`src/rtl/rr_arbiter4_pkg.sv`:
```
// Shared definitions for the 4-requester round-robin arbiter.
package rr_arbiter4_pkg;

    typedef enum logic {
        ST_IDLE  = 1'b0,
        ST_GRANT = 1'b1
    } state_t;

    localparam int NREQ         = 4;
    localparam int MAX_HOLD_DEF = 8;
    localparam int CNT_W_DEF    = 4;

endpackage

```
`src/rtl/rr_arbiter4_decoder2_4.sv`:
```
// Shared 2-to-4 enable decoder: one-hot select from an index plus enable.
module decoder2_4 (
    input  logic [1:0] x,
    input  logic       en,
    output logic [3:0] d
);

    always_comb begin
        d = '0;
        if (en) d[x] = 1'b1;
    end

endmodule

```
`src/rtl/rr_arbiter4.sv`:
```
// Round-robin arbiter for 4 requesters with grant held until release.
// Define ARB_TIMEOUT_EN to force a release after MAX_HOLD cycles when others wait.
module rr_arbiter4
    import rr_arbiter4_pkg::*;
#(
    parameter int MAX_HOLD = MAX_HOLD_DEF,
    parameter int CNT_W    = CNT_W_DEF
) (
    input  logic       clk,
    input  logic       reset,
    input  logic [3:0] req,
    output logic [3:0] grant,
    output logic [1:0] gnt_id,
    output logic       busy,
    output logic       preempt
);

    if (MAX_HOLD < 1 || MAX_HOLD > (1 << CNT_W) - 1) begin : g_bad_max_hold
        $error("rr_arbiter4: MAX_HOLD out of range for CNT_W");
    end

    state_t     state, state_n;
    logic [1:0] owner, owner_n;
    logic [1:0] last, last_n;
    logic [1:0] pick;
    logic [3:0] owner_oh;

    assign owner_oh = 4'b0001 << owner;

    // Rotating priority: search starts just after the last released owner.
    always_comb begin
        logic       found;
        logic [1:0] idx;
        pick  = '0;
        found = 1'b0;
        idx   = '0;
        for (int i = 1; i <= NREQ; i++) begin
            idx = last + 2'(i);
            if (!found && req[idx]) begin
                pick  = idx;
                found = 1'b1;
            end
        end
    end

`ifdef ARB_TIMEOUT_EN
    logic [CNT_W-1:0] hold_cnt, hold_n;
    logic             preempt_q, preempt_n;
    logic             others_wait;

    assign others_wait = |(req & ~owner_oh);
    assign preempt     = preempt_q;

    always_ff @(posedge clk or posedge reset) begin
        if (reset) begin
            hold_cnt  <= '0;
            preempt_q <= 1'b0;
        end else begin
            hold_cnt  <= hold_n;
            preempt_q <= preempt_n;
        end
    end
`else
    assign preempt = 1'b0;
`endif

    always_ff @(posedge clk or posedge reset) begin
        if (reset) begin
            state <= ST_IDLE;
            owner <= 2'd0;
            last  <= 2'd3;
        end else begin
            state <= state_n;
            owner <= owner_n;
            last  <= last_n;
        end
    end

    always_comb begin
        state_n = state;
        owner_n = owner;
        last_n  = last;
`ifdef ARB_TIMEOUT_EN
        hold_n    = hold_cnt;
        preempt_n = 1'b0;
`endif
        unique case (state)
            ST_IDLE: begin
                if (|req) begin
                    state_n = ST_GRANT;
                    owner_n = pick;
`ifdef ARB_TIMEOUT_EN
                    hold_n  = CNT_W'(1);
`endif
                end
            end
            ST_GRANT: begin
                if (!req[owner]) begin
                    state_n = ST_IDLE;
                    last_n  = owner;
                end
`ifdef ARB_TIMEOUT_EN
                else if (hold_cnt == CNT_W'(MAX_HOLD) && others_wait) begin
                    state_n   = ST_IDLE;
                    last_n    = owner;
                    preempt_n = 1'b1;
                end else if (hold_cnt != CNT_W'(MAX_HOLD)) begin
                    hold_n = hold_cnt + 1'b1;
                end
`endif
            end
            default: state_n = ST_IDLE;
        endcase
    end

    always_comb begin
        busy   = (state == ST_GRANT);
        gnt_id = owner;
    end

    decoder2_4 u_dec (
        .x  (owner),
        .en (busy),
        .d  (grant)
    );

endmodule
```
`config.mk`:
```
export PLATFORM = sky130hd
export DESIGN_NAME = rr_arbiter4
export DESIGN_NICKNAME = d
export VERILOG_FILES = /design/src/rtl/rr_arbiter4_pkg.sv /design/src/rtl/rr_arbiter4_decoder2_4.sv /design/src/rtl/rr_arbiter4.sv
export SDC_FILE = /design/constraint.sdc
export NUM_CORES = 1
export LEC_CHECK = 0
export CAP_MARGIN = 20
export CORE_AREA = 10 10 47 49
export CTS_CLUSTER_SIZE = 24
export DETAILED_ROUTE_END_ITERATION = 12
export DIE_AREA = 0 0 57 59
export DONT_BUFFER_PORTS = 1
export PLACE_DENSITY_LB_ADDON = 0.05
export SLEW_MARGIN = 25
export SYNTH_ARGS = -nofsm -noshare
export SYNTH_HDL_FRONTEND = slang
export SYNTH_SLANG_ARGS = --single-unit
```
`constraint.sdc`:
```
create_clock -name clk -period 1.6 [get_ports clk]
set_input_delay 0.16 -clock clk [delete_from_list [all_inputs] [get_ports clk]]
set_output_delay 0.16 -clock clk [all_outputs]
set_load 0.02 [all_outputs]
```
# == After elaboration in Yosys (flattened, before gate mapping) ==
# Index checks and enable logic that the tools add are counted.
# totals
register_bits,5
inputBits,6
output_inout_bits,8
wordCells,47
# classes
add_sub_neg,3
n_lt_le_gt_ge,6
n_mux,23
bitwise_logic,2
n_reduce_logical,10
# ops
operator,n
"2-bit by 3-bit less-than comparator with 1-bit output, second input constant",5
1-bit two-way mux,11
1-bit binary-select mux with 2-bit select,5
2-bit two-way mux,4
"2-bit adder, second input constant",2
1-bit logical AND,4
4-bit two-way mux,1
2-bit AND reduction,2
4-bit OR reduction,1
1-bit zero test,3
"2-bit by 1-bit adder with 2-bit output, second input constant",1
1-bit demux with 2-bit select,1
"2-bit by 1-bit >= comparator with 1-bit output, second input constant",1
1-bit NOT,2
1-bit one-hot mux with 2 select lines,1

# == Depth between registers and ports, before layout ==
# logic_depth
depth_word,13
depth_mapped,4
depth_no_buf,4

# == Hierarchy ==
# Synthesis repeated with hierarchy kept, for this count alone.
# hier_totals
cells_unflattened,40
area_unflattened_um2,386.6
# modules_own_cells
mod,n_inst,cells_each,area_per_inst_um2,seq_area_each_um2
rr_arbiter4,1,36,349.1,127.6
decoder2_4,1,4,37.5,0.0

# == Worst setup path after synthesis ==
# Ideal clock, no wire load.
# synth_timing
kind,register to register
startpoint,"register owner[1], in the netlist gnt_id[1]"
endpoint,register last[0]
setup_ps,82
arrival_ps,1532
required_time_ps,1518
path_slack_ps,-14
path_stages_with_launch,4
n_path_buf,0
period_less_slack_ps,1614
cell_sequence,dfrtp_1 > mux4_2 > nand2b_4 > mux2_4
# synth_via
elab_chain_len,4
# synth_rtl
element,line_no,source
from (decl),rr_arbiter4.sv:23,"logic [1:0] owner, owner_n;"
from (signal assigned),rr_arbiter4.sv:74,owner <= owner_n;
1-bit binary-select mux with 2-bit select,rr_arbiter4.sv:98,if (!req[owner]) begin
1-bit two-way mux (implied by the code),rr_arbiter4.sv:98,
1-bit NOT (no source line),--,
2-bit AND reduction (no source line),--,
to (signal assigned),rr_arbiter4.sv:75,last <= last_n;
to (decl),rr_arbiter4.sv:24,"logic [1:0] last, last_n;"
# No other way between the ends. The select of a mux whose other input is x is not followed.
# A chain may end at the register's enable or synchronous reset.

# == Final worst setup path ==
# Same ends and word-level chain as after synthesis.

==> qor.csv <==
stage,metric,value,unit
run_status,status,"complete, no violations",
timing,clock skew,3.308,ps
worst_setup_path,Levels on crit path,3,
timing,Setup-failing EPs final,0,
finish,Final Net Count,56,
cts,clk root buf,clkbuf_4,
synth,"Distinct cells, synth",22,
detailed_routing,Post-DRT Antenna Nets,0,
power_and_ir_drop,Overall Power,1.004,mW
worst_setup_path,Crit Path Max Fanout,2,
worst_setup_path,CP required,1760,ps
timing,setup TNS,0,ps
timing,Final Hold Vio Count,0,
cts,# Post-CTS Setup Buffers,0,
cts,Hold Buf Count CTS,1,
synth,"Cell Area, Synth",369.1,µm²
cts,clock buffer depth,2,
detailed_routing,Max Used Layer,met4,
placement,placed instance count,60,
detailed_routing,post-route DRC violation count,0,
finish,Area Overhead vs Synth,21.69,%
synth,yosys warns,0,
detailed_routing,routed wl met3,118,µm
detailed_routing,routed vias,355,
detailed_routing,drt wl/cell,17.08,µm
worst_setup_path,"Slowest-stage cell, CP",mux4_2,
worst_setup_path,worst path arrival time,1570,ps
cts,number of clock sinks,5,
finish,post-layout util,32.05,%
synth,share of the yosys chip area belonging to registers,34.58,%
detailed_routing,M1 WL,410,µm
floorplan,CORE AREA,1401,µm²
global_routing,initial antenna violation count,0,
placement,Final HPWL DP,901.5,µm
min_path,hold-critical path depth,3,
worst_setup_path,CP bufs+invs,0,
placement,Placed Area,412.9,µm²
power_and_ir_drop,leakage dissipation,0.2060,nW
synth,#FFs+latches synth,5,
floorplan,Die H,59,µm
detailed_routing,first-pass iteration count of the detailed router,4,
timing,FMAX,710.4,MHz
worst_setup_path,FF-to-FF path depth,3,
timing,worst hold slack,114.7,ps
worst_setup_path,max incr delay on CP,510,ps
finish,diode count,0,
cts,CTS tree,yes,
placement,GP Congestion,0.6391,
global_routing,first-pass GRT wire length,1.780,mm
timing,Final period util,87.98,%
finish,final instance area,449.2,µm²
synth,"Avg Cell Area, Syn",9.003,µm²
detailed_routing,final WL,1.110,mm
worst_setup_path,CP Cell Sequence,mux4_2 > nand2b_4 > mux2_4,
job,number of max-cap violations,0,
global_routing,pin count of the biggest net entering global routing,9,
floorplan,IO Count,14,
synth,Synth Instances,41,
min_path,Hold Crit Class,input pin to flop,
cts,Clock Latency Late Sink,240,ps
cts,H-tree depth,1,
floorplan,Die W,57,µm
worst_setup_path,Setup CP Type,flop to flop,
detailed_routing,met2 routed WL,548,µm
cts,Worst-path clk slew,50,ps
worst_setup_path,family with the most delay on the worst path,multiplexers,
detailed_routing,DR iter-0 viols,3,
finish,post-route insts no fill,65,
power_and_ir_drop,Pwr Density,2235,nW/µm²
floorplan,die footprint,3363,µm²
detailed_routing,Vias/cell,5.462,
power_and_ir_drop,VDD IR max,675.2,µV
timing,post-route setup slack,192.3,ps
cts,post_cts resized,0,
floorplan,num rows,14,
placement,Place WS,198.7,ps
floorplan,Initial Utilization,26.34,%
timing,RSZ-0062 raised after global routing,no,
timing,max-slew violations,0,
cts,CTS Buf Count,3,
worst_setup_path,Startpoint Class,flop,
global_routing,Tot GR Track Use,7.245,%
timing,Tmin final,1408,ps
global_routing,GRT Residual Overflow,0,
worst_setup_path,CP endpoint kind,flop,
finish,share of layout cells above drive strength 1,34.69,%
global_routing,number of global-route vias before repair,357,
placement,IO Port Bufs,0,
synth,Post-Syn Nets,47,
final timing paths:
kind	from	endpoint	slack (ps)
hold / removal	req[2]	gnt_id[0]	110
setup reg to reg	gnt_id[1]	last[0]	190
hold reg to reg	last[1]	gnt_id[1]	600
setup / recovery	gnt_id[1]	last[0]	190
min in group asynchronous	reset	gnt_id[0]	260
max in group asynchronous	reset	last[0]	1090
routing by layer:
layer	up-vias	track usage, %
met4	0	9.060
li1	166	-
met5	-	0
met2	12	10.70
met1	175	6.363
met3	2	3.863
power by group:
group          switching, mW  internal, mW
sequential            0.0824         0.215
clock                 0.0532        0.0944
combinational          0.300         0.259
worst register-to-register path, stage by stage, from the launching register on:
cell and delay, ps:
dfrtp_2 360, mux4_2 510, nand2b_4 170, mux2_4 300
cell usage after synthesis, drive strengths merged:
cell type	number	area, µm²
o22ai	2	12.51
nor3b	1	7.510
buf	1	7.510
mux2	2	30.03
nand2b	2	20.02
nand2	4	15.01
dfstp	2	52.55
o21ai	3	15.01
a21oi	1	5.000
dfrtp	3	75.07
and3	1	7.510
and3b	1	10.01
a21o	2	16.27
o221ai	2	17.52
nand3	1	5.000
nor2	6	22.52
inv	3	11.26
conb	1	3.750
mux4	1	22.52
a31oi	2	12.51
sequential cells by signal, indices dropped and copies added (netlist names):
signal / flops
busy: 1
gnt_id: 2
last: 2
cells by family after synthesis:
kind of cell / Yosys count / share of synthesized area, %
and+or+nand+nor: 16 / 23.73
AOI/OAI and AO/OA: 12 / 21.35
DFF: 5 / 34.58
buffers and inverters: 4 / 5.085
muxes: 3 / 14.24
other: 1 / 1.016
placed cells by master, fill, tap and decap left out, types with 2 or more instances in the layout:
| master | Yosys | final |
|---|---|---|
| nor2_1 | 6 | 6 |
| o22ai_1 | 2 | 2 |
| mux2_4 | 2 | 2 |
| a31oi_1 | 2 | 2 |
| o21ai_0 | 3 | 3 |
| clkbuf_4 | 0 | 3 |
| dfrtp_1 | 3 | 2 |
| dfstp_2 | 2 | 2 |
| nand2_1 | 4 | 4 |
| buf_4 | 1 | 4 |
| o221ai_1 | 2 | 2 |
| inv_1 | 3 | 3 |
area by class of cell:
class / count / area (µm²)
fillers: 165 / 952.2
multi-input cells: 32 / 222.7
flip-flops and latches: 5 / 128.9
repair buffers: 5 / 40.04
clock buffers: 4 / 26.28
well taps: 16 / 20.02
inverters: 3 / 11.26
No activity file was read; power rests on OpenSTA's default activity.
